===== config.mk =====
export PLATFORM = sky130hd
export DESIGN_NAME = block_ctrl
export DESIGN_NICKNAME = d
export VERILOG_FILES = /design/src/rtl/tetris_pkg.sv /design/src/rtl/grav_timer.sv /design/src/rtl/block_ctrl.sv
export SDC_FILE = /design/constraint.sdc
export NUM_CORES = 1
export LEC_CHECK = 0
export BUFFER_PORTS_ARGS = -buffer_cell sky130_fd_sc_hd__buf_2
export CAP_MARGIN = 0
export CORE_UTILIZATION = 52
export DETAILED_ROUTE_END_ITERATION = 16
export PLACE_DENSITY = 0.85
export SYNTH_ARGS = -nofsm -noshare
export SYNTH_HDL_FRONTEND = slang
export SYNTH_SLANG_ARGS = --single-unit

===== constraint.sdc =====
create_clock -name clk -period 2.6 [get_ports clk]
set_input_delay 0.52 -clock clk [delete_from_list [all_inputs] [get_ports clk]]
set_output_delay 0.52 -clock clk [all_outputs]
set_load 0.02 [all_outputs]

===== src/rtl/tetris_pkg.sv =====
// tetris_pkg: shared types and constants for the falling-piece controller.
//   state_e     - controller FSM states
//   piece_e     - tetromino type codes I,O,T,S,Z,J,L = 0..6
//   SPRITE_SIZE - piece sprite edge length in pixels
//   TYPE_W/ROT_W/CTRL_W - widths of the ctrl output fields
package tetris_pkg;

  localparam int unsigned SPRITE_SIZE = 32;
  localparam int unsigned TYPE_W      = 3;
  localparam int unsigned ROT_W       = 2;
  localparam int unsigned CTRL_W      = TYPE_W + ROT_W;

  typedef enum logic [1:0] {
    StIdle = 2'd0,
    StFall = 2'd1,
    StLand = 2'd2
  } state_e;

  typedef enum logic [TYPE_W-1:0] {
    PieceI = 3'd0,
    PieceO = 3'd1,
    PieceT = 3'd2,
    PieceS = 3'd3,
    PieceZ = 3'd4,
    PieceJ = 3'd5,
    PieceL = 3'd6
  } piece_e;

endpackage


===== src/rtl/grav_timer.sv =====
// grav_timer: modulo-Div counter producing the gravity step.
//   clk_i   - clock
//   reset_i - synchronous active-high reset (count to 0)
//   en_i    - count enable
//   clr_i   - synchronous clear, wins over counting
//   tick_o  - high for the cycle the count sits at Div-1 while enabled
module grav_timer #(
  parameter int unsigned Div = 4
) (
  input  logic clk_i,
  input  logic reset_i,
  input  logic en_i,
  input  logic clr_i,
  output logic tick_o
);

  localparam int unsigned CntW = $clog2(Div);
  localparam logic [CntW-1:0] Last = CntW'(Div - 1);

  logic [CntW-1:0] cnt_q, cnt_d;

  assign tick_o = en_i && (cnt_q == Last);

  always_comb begin
    cnt_d = cnt_q;
    if (clr_i) begin
      cnt_d = '0;
    end else if (en_i) begin
      cnt_d = (cnt_q == Last) ? '0 : cnt_q + 1'b1;
    end
  end

  always_ff @(posedge clk_i) begin
    if (reset_i) begin
      cnt_q <= '0;
    end else begin
      cnt_q <= cnt_d;
    end
  end

endmodule


===== src/rtl/block_ctrl.sv =====
// block_ctrl: position/rotation controller for one falling piece.
// Optional feature: define BLOCK_CTRL_HARD_DROP_EN to enable btn_drop.
// Ports:
//   clk, reset (sync, active-high)
//   start, new_type[2:0]               - spawn a piece (type 7 maps to 0)
//   btn_left/right/rot/down/drop       - single-cycle button pulses
//   x0[10:0], y0[10:0]                 - sprite origin in pixels
//   ctrl[4:0] = {type, rot}, visible   - sprite select / draw enable
//   busy (state FALL), landed (one-cycle pulse in LAND)
module block_ctrl
  import tetris_pkg::*;
#(
  parameter int unsigned X_MIN    = 160,
  parameter int unsigned X_MAX    = 480,
  parameter int unsigned Y_TOP    = 0,
  parameter int unsigned Y_BOT    = 480,
  parameter int unsigned X_SPAWN  = 304,
  parameter int unsigned STEP     = 8,
  parameter int unsigned GRAV_DIV = 25_000_000
) (
  input  logic              clk,
  input  logic              reset,
  input  logic              start,
  input  logic [2:0]        new_type,
  input  logic              btn_left,
  input  logic              btn_right,
  input  logic              btn_rot,
  input  logic              btn_down,
  input  logic              btn_drop,
  output logic [10:0]       x0,
  output logic [10:0]       y0,
  output logic [CTRL_W-1:0] ctrl,
  output logic              visible,
  output logic              busy,
  output logic              landed
);

  localparam logic [10:0] XMin   = 11'(X_MIN);
  localparam logic [10:0] XMax   = 11'(X_MAX);
  localparam logic [10:0] YTop   = 11'(Y_TOP);
  localparam logic [10:0] YBot   = 11'(Y_BOT);
  localparam logic [10:0] XSpawn = 11'(X_SPAWN);
  localparam logic [10:0] Step   = 11'(STEP);
  localparam logic [10:0] Spr    = 11'(SPRITE_SIZE);
  localparam logic [10:0] YDrop  = 11'(Y_BOT - SPRITE_SIZE);

  state_e           state_q, state_d;
  logic [10:0]      x0_q, x0_d, y0_q, y0_d;
  piece_e           type_q, type_d;
  logic [ROT_W-1:0] rot_q, rot_d;
  logic             vis_q, vis_d;
  // Set in the hard-drop cycle; forces LAND on the following edge.
  logic             pend_q, pend_d;
  logic             grav_tick, grav_clr, grav_en, drop_req, land;

`ifdef BLOCK_CTRL_HARD_DROP_EN
  assign drop_req = btn_drop;
`else
  logic unused_btn_drop;
  assign unused_btn_drop = btn_drop;
  assign drop_req        = 1'b0;
`endif

  assign grav_en = (state_q == StFall);

  grav_timer #(
    .Div (GRAV_DIV)
  ) u_grav_timer (
    .clk_i   (clk),
    .reset_i (reset),
    .en_i    (grav_en),
    .clr_i   (grav_clr),
    .tick_o  (grav_tick)
  );

  always_comb begin
    state_d  = state_q;
    x0_d     = x0_q;
    y0_d     = y0_q;
    type_d   = type_q;
    rot_d    = rot_q;
    vis_d    = vis_q;
    pend_d   = 1'b0;
    grav_clr = 1'b0;
    land     = 1'b0;
    unique case (state_q)
      StIdle: begin
        if (start) begin
          state_d  = StFall;
          x0_d     = XSpawn;
          y0_d     = YTop;
          type_d   = (new_type == 3'd7) ? PieceI : piece_e'(new_type);
          rot_d    = '0;
          vis_d    = 1'b1;
          grav_clr = 1'b1;
        end
      end
      StFall: begin
        grav_clr = btn_down;
        if (pend_q) begin
          state_d = StLand;
        end else if (drop_req) begin
          y0_d   = YDrop;
          pend_d = 1'b1;
        end else begin
          // Gravity and soft drop merge into a single step.
          if (grav_tick || btn_down) begin
            if (y0_q + Step + Spr <= YBot) begin
              y0_d = y0_q + Step;
            end else begin
              land    = 1'b1;
              state_d = StLand;
            end
          end
          if (!land) begin
            if (btn_left && !btn_right && (x0_q >= XMin + Step)) begin
              x0_d = x0_q - Step;
            end else if (btn_right && !btn_left && (x0_q + Step + Spr <= XMax)) begin
              x0_d = x0_q + Step;
            end
            if (btn_rot) begin
              rot_d = rot_q + 2'd1;
            end
          end
        end
      end
      StLand: begin
        state_d = StIdle;
      end
      default: begin
        state_d = StIdle;
      end
    endcase
  end

  always_ff @(posedge clk) begin
    if (reset) begin
      state_q <= StIdle;
      x0_q    <= XSpawn;
      y0_q    <= YTop;
      type_q  <= PieceI;
      rot_q   <= '0;
      vis_q   <= 1'b0;
      pend_q  <= 1'b0;
    end else begin
      state_q <= state_d;
      x0_q    <= x0_d;
      y0_q    <= y0_d;
      type_q  <= type_d;
      rot_q   <= rot_d;
      vis_q   <= vis_d;
      pend_q  <= pend_d;
    end
  end

  assign x0      = x0_q;
  assign y0      = y0_q;
  assign ctrl    = {type_q, rot_q};
  assign visible = vis_q;
  assign busy    = (state_q == StFall);
  assign landed  = (state_q == StLand);

endmodule


==> flow_metrics.tcl, run 1 <==
set metrics [dict create \
    hold-worst-slack_ns 0.455 \
    nets 451 \
    cell_internal_pwr_mw 1.22 \
    timing.rr.start "y0[4]" \
    drive_gt1_frac 0.266 \
    hold_class "flop to flop" \
    crit_path_start_kind "flop" \
    synth_edf_count 0 \
    whs_path_depth 2 \
    p_sw_frac 0.311 \
    cts_buffers 5 \
    path_max_fanout 7 \
    grt_pass1_vias 2884 \
    routed_via_density 6.21 \
    setup_viol 0 \
    cp-end-kind "flop" \
    drt_wl_total_mm 8.54 \
    syn_inst 377 \
    final_cell_area_um2 3770 \
    fin_crit_sh 0.999 \
    fin_crit_ns 2.60 \
    fin_skew_ns 0.0159 \
    antenna_found_initial 0 \
    ys_seq_area_frac 0.320 \
    routabilityCongestion 0.942 \
    grt_max_degree 25 \
    slew_headroom 0.591 \
    reg2reg_slack_ns 0.004 \
    dpl_cell_area_um2 3400 \
    core_area_um2 5610 \
    clk-insertion-delay-late_ns 0.31 \
    max_freq_ghz 0.385 \
    port_buffers 33 \
    drt-initial-drc-count 278 \
    rsz0062_at_grt "true" \
    peakVddDrop_uv 530 \
    tightest_slew_ns 0.612 \
    start_util 0.547 \
    maxSlewViolCount 0 \
    die_h_um 78.8 \
    layout.cells.non_filler 505 \
    ys_ff_latch 49 \
    clkTransAtPathRegs_ns 0.10 \
    cp.required_ns 2.79 \
    critical_path_arrival_ns 2.79 \
    area_growth_pct 23.1 \
    via_count 3136 \
    layout_commonest_cell "dfxtp_1" \
    power.density_nw_per_um2 471 \
    synthFlopType "dfxtp_1" \
    htree_levels 2 \
    pwr-share-comb 0.223 \
    reg2reg_depth 11 \
    dp_hpwl_mm 5.48 \
    critPathLaunch "y0[4]" \
    status "finished, final reports clean" \
    switching_power_mw 0.553 \
    synth_cell_types 70 \
    grt_util_all_layers 0.257 \
    p_total_mw 1.78 \
    drt.antenna.violating_nets 0 \
    grt_pass1_wl_mm 12.9 \
    drt-wirelength-per-cell_um 16.9 \
    grt_overflow 0 \
    hold_violations 0 \
    p_leak_nw 1.44 \
    syn_area_um2 3070 \
    fp.dieW_um 78.8 \
    num_rows 27 \
    clkPwrFrac 0.317 \
    antennaDiodeCount 0 \
    pin_count 41 \
    cts.sinks 49 \
    yosysWarnings 0 \
    r2r_end "rot_q[1]" \
    cts_buffer_depth 2 \
    first_pass_iters 5 \
    dieArea_um2 6210 \
    cts_root_buffer "clkbuf_8" \
    path_class "flop to flop" \
    max-cap-violations 0 \
    cts_tree "done" \
    endpoint "rot_q[1]" \
    syn_avg_cell_area_um2 8.13 \
    post-route-drc-count 0 \
    async_flop_share 0 \
    dpl.cell_count 489 \
    seqPwrFrac 0.460 \
    mostFrequentLayoutCells "dfxtp_1, nand2_1, nor2_1" \
]
## metrics by stage
step | setup TNS [ns] | worst slack, ns | util
4_1_cts | -0.0390 | -0.0325 | 0.646
3_3_place_gp | -0.357 | -0.0772 | 0.606
3_5_place_dp | -1.32 | -0.163 | 0.606
2_1_floorplan | 0 | 0.00637 | -
6_report | 0 | 0.00355 | 0.673
5_1_grt | -0.511 | -0.0985 | 0.673
## routing by layer
metal  routed length [µm]  track usage  vias to the layer above
li1                     -            -                     1460
met1                 3610        0.319                     1525
met2                 4260        0.441                      129
met3                  481       0.0471                       22
met4                  183       0.0926                        0
met5                    0            0                        -
## what timing repair did
action / 4_1_cts / 5_1_grt
hold buffers: 0 / 0
cloned: 1 / 0
pin swaps: 15 / 13
resized for setup: 15 / 27
setup buffers: 4 / 4
setup endpoints to repair: 19 / 20
## power by group through the flow
stage / clock network, mW / registers [mW] / logic (mW)
floorplan: 0 / 0.872 / 0.218
global placement: 0 / 0.832 / 0.370
detailed placement: 0 / 0.834 / 0.378
CTS: 0.555 / 0.817 / 0.383
global route: 0.590 / 0.823 / 0.428
finish: 0.563 / 0.818 / 0.396
## area by class of cell
cell class	instances	area, µm²
Inverter	11	43.8
Multi-Input combinational cell	299	2120
Fill cell	432	1830
Timing Repair Buffer	66	424
Sequential cell	49	986
Tap cell	72	90.1
Clock inverter	3	43.8
Clock buffer	5	68.8
## worst min-delay path by stage
stage / from / endpoint / slack [ns]
3_3_place_gp: type_q[1] / type_q[1] / 0.44
6_report: type_q[1] / type_q[1] / 0.46
4_1_cts: type_q[1] / type_q[1] / 0.45
3_5_place_dp: type_q[1] / type_q[1] / 0.44
5_1_grt: type_q[2] / type_q[2] / 0.49
2_1_floorplan: u_grav_timer.cnt_q[1] / u_grav_timer.cnt_q[1] / 0.46
## cells in the mapped netlist (3+ instances only)
cell | n | area [µm²]
xnor2_1 | 15 | 131
buf_6 | 3 | 33.8
mux2i_1 | 5 | 50.1
nand3_1 | 26 | 130
buf_4 | 8 | 60.1
a21oi_1 | 15 | 75.1
inv_1 | 10 | 37.5
and2_1 | 4 | 25.0
and3_1 | 4 | 25.0
xor2_1 | 15 | 131
o31ai_1 | 3 | 22.5
clkbuf_1 | 7 | 26.3
buf_2 | 4 | 20.0
o211ai_1 | 5 | 37.5
nor3_1 | 7 | 35.0
or3_1 | 7 | 43.8
nand2b_1 | 5 | 31.3
nand2_1 | 42 | 158
nor2_1 | 40 | 150
a21boi_0 | 4 | 30.0
nor2b_1 | 6 | 37.5
a211oi_1 | 5 | 37.5
nor3b_1 | 3 | 22.5
nand4_1 | 6 | 37.5
ha_1 | 8 | 100
and4b_1 | 3 | 30.0
a31oi_1 | 4 | 25.0
dfxtp_1 | 49 | 981
o21ai_0 | 9 | 45.0
## state kept, by name (all words and copies together), names as in the netlist
signal	cells
rot_q	2
state_q	2
type_q	3
u_grav_timer.cnt_q	25
visible	1
x0	8
y0	8
## worst max-delay path: stages, from the launching register on
cell and delay, ns:
dfxtp_2 0.35, ha_4 0.17, nor2b_4 0.12, or2_4 0.25
buf_6 0.13, inv_4 0.05, ha_4 0.14, o31ai_4 0.07
or3_4 0.41, o221ai_4 0.34, a211oi_2 0.14, o221a_2 0.31
## logic make-up (layout without fill, tap and decap cells)
kind of cell    Yosys count  in the layout  share of synthesized area
simple gates            172            172                      0.291
compound gates           76             77                      0.187
flops                    49             49                      0.320
buf+inv                  35             85                     0.0620
xor+xnor                 30             30                     0.0857
fa+ha+maj                 8              8                     0.0327
mux                       6              6                     0.0200
other cells               1              6                    0.00122
(Power assumes the default switching activity.)
==> run 2: changes to the inputs <==
--- a/config.mk
+++ b/config.mk
@@ -10,6 +10,7 @@
 export CORE_UTILIZATION = 52
 export DETAILED_ROUTE_END_ITERATION = 16
 export PLACE_DENSITY = 0.85
+export REMOVE_ABC_BUFFERS = 1
 export SYNTH_ARGS = -nofsm -noshare
 export SYNTH_HDL_FRONTEND = slang
 export SYNTH_SLANG_ARGS = --single-unit
==> run 2 against run 1 <==
Effect of this change:
- largest cell class unchanged
- design area increased by 1.4%
- die area unchanged
- the run now ends with setup timing left
- core utilization increased by 0.96 points
==> flow_metrics.tcl, run 2 (synthesized netlist as in run 1, its figures left out) <==
set metrics [dict create \
    violations "setup timing" \
    cp_slowest_cell "or4_1" \
    layout.cells.non_filler 510 \
    cts_tree "done" \
    dieArea_um2 6210 \
    clkPwrFrac 0.277 \
    drt-initial-drc-count 237 \
    top_register "u_grav_timer.cnt_q" \
    drt.antenna.violating_nets 0 \
    cts_buffer_depth 2 \
    nets 457 \
    final_cell_area_um2 3830 \
    holdPathEnd "type_q[0]" \
    dpl.cell_count 495 \
    drive_gt1_frac 0.281 \
    finish.utilization 0.683 \
    final.setup.worst_slack_ns -0.194 \
    cp_cell_sequence "ha_4, nor2b_4, or2_4, ha_4, nand2_4, o31ai_4, or3_4, o221ai_4, buf_6, or4_1, a31oi_1" \
    htree_levels 2 \
    cts.sinks 49 \
    drt_wl_total_mm 8.94 \
    pin_count 41 \
    fin_crit_sh 1.07 \
    power.density_nw_per_um2 443 \
    min_from "type_q[0]" \
    dpl_cell_area_um2 3430 \
    area_growth_pct 24.9 \
    slew_headroom 0.550 \
    max_freq_ghz 0.358 \
    num_rows 27 \
    setup_viol 15 \
    switching_power_mw 0.556 \
    clkTransAtPathRegs_ns 0.09 \
    grt_max_degree 25 \
    cts_buffers 5 \
    clk-insertion-delay-late_ns 0.31 \
    hold_violations 0 \
    fin_skew_ns 0.00567 \
    path_max_fanout 5 \
    grt_pass1_wl_mm 13.2 \
    place_ws_ns -0.250 \
    cp-end-kind "flop" \
    first_pass_iters 5 \
    crit_path_start_kind "flop" \
    reg2reg_depth 11 \
    peakVddDrop_uv 440 \
    path_class "flop to flop" \
    layout_commonest_cell "dfxtp_1" \
    p_leak_nw 1.47 \
    via_count 3227 \
    worst-path-buf-inv 1 \
    port_buffers 33 \
    cp.required_ns 2.83 \
    critPathMaxStageDelay_ns 0.47 \
    cell_internal_pwr_mw 1.14 \
    rsz0062_at_grt "true" \
    routed_via_density 6.33 \
    seqPwrFrac 0.488 \
    mostFrequentLayoutCells "dfxtp_1, nand2_1, nor2_1" \
    routabilityCongestion 0.888 \
    antenna_found_initial 0 \
    largest_reg_flops 25 \
    antennaDiodeCount 0 \
    tightest_slew_ns 0.674 \
    critical_path_arrival_ns 3.02 \
    timing.critical_path.mode_cell "ha_4" \
    maxSlewViolCount 0 \
    grt_pass1_vias 2968 \
    status "finished, violations left" \
    timing.rr.start "y0[3]" \
    r2r_end "y0[6]" \
    tns_ns -1.50 \
    reg2reg_slack_ns -0.19 \
    hold-worst-slack_ns 0.450 \
    grt_overflow 0 \
    cts_root_buffer "clkbuf_8" \
    grt_util_all_layers 0.265 \
    post-route-drc-count 0 \
    p_total_mw 1.70 \
    p_sw_frac 0.327 \
    hold_class "flop to flop" \
    die_h_um 78.8 \
    path_delay_family "simple AND/OR/NAND/NOR gates" \
    start_util 0.547 \
    max-cap-violations 0 \
    fin_crit_ns 2.79 \
    pwr-share-comb 0.236 \
    dp_hpwl_mm 5.38 \
    whs_path_depth 2 \
    drt-wirelength-per-cell_um 17.5 \
    fp.dieW_um 78.8 \
    core_area_um2 5610 \
]
## run 2: cell count changes in the layout (fill, tap and decap cells not counted), sizes merged
cell      previous run  this run
bufinv               1         0
o221ai               3         2
clkinv               2         1
clkinvlp             0         1
clkbuf               5         6
inv                 11        10
buf                 66        73
## run 2: routing by layer
| layer | vias to the layer above | GRT usage | part of all wire |
|---|---|---|---|
| li1 | 1464 | - | - |
| met1 | 1538 | 0.311 | 0.40 |
| met2 | 187 | 0.472 | 0.50 |
| met3 | 38 | 0.0448 | 0.067 |
| met4 | 0 | 0.115 | 0.034 |
| met5 | - | 0 | 0 |
## run 2: worst max path at each step
stage,startpoint,endpoint,slack (ns),cells past startpoint
5_1_grt,y0[3],x0[7],-0.29,12
2_1_floorplan,y0[3],rot_q[1],-0.31,10
4_1_cts,y0[4],x0[8],-0.1,11
3_5_place_dp,y0[3],x0[4],-0.25,10
3_3_place_gp,y0[3],y0[6],-0.16,11
6_report,y0[3],y0[6],-0.19,11
## run 2: timing repair
action / CTS / global route
setup endpoints to repair: 11 / 19
hold endpoints to repair: 0 / 0
hold buffers: 0 / 0
buffers inserted: 5 / 3
pin swaps: 6 / 19
resized for setup: 23 / 34
## run 2: worst register-to-register path, stage by stage (launching register included)
cell,delay [ns]
dfxtp_4,0.37
ha_4,0.16
nor2b_4,0.12
or2_4,0.27
ha_4,0.28
nand2_4,0.05
o31ai_4,0.23
or3_4,0.21
o221ai_4,0.17
buf_6,0.18
or4_1,0.48
a31oi_1,0.20
## run 2: layout make-up
cell class	count	area, µm²
clock buffers	6	82.6
repair buffers	73	499
well taps	72	90.1
flip-flops and latches	49	988
clock inverters	1	7.51
multi-input cells	298	2120
fillers	413	1780
inverters	11	43.8
## run 2: power by group through the flow
stage	Sequential, mW	Clock (mW)	Combinational, mW
2_1_floorplan	0.889	0	0.172
3_3_place_gp	0.838	0	0.354
3_5_place_dp	0.841	0	0.362
4_1_cts	0.824	0.463	0.370
5_1_grt	0.831	0.498	0.425
6_report	0.827	0.470	0.400
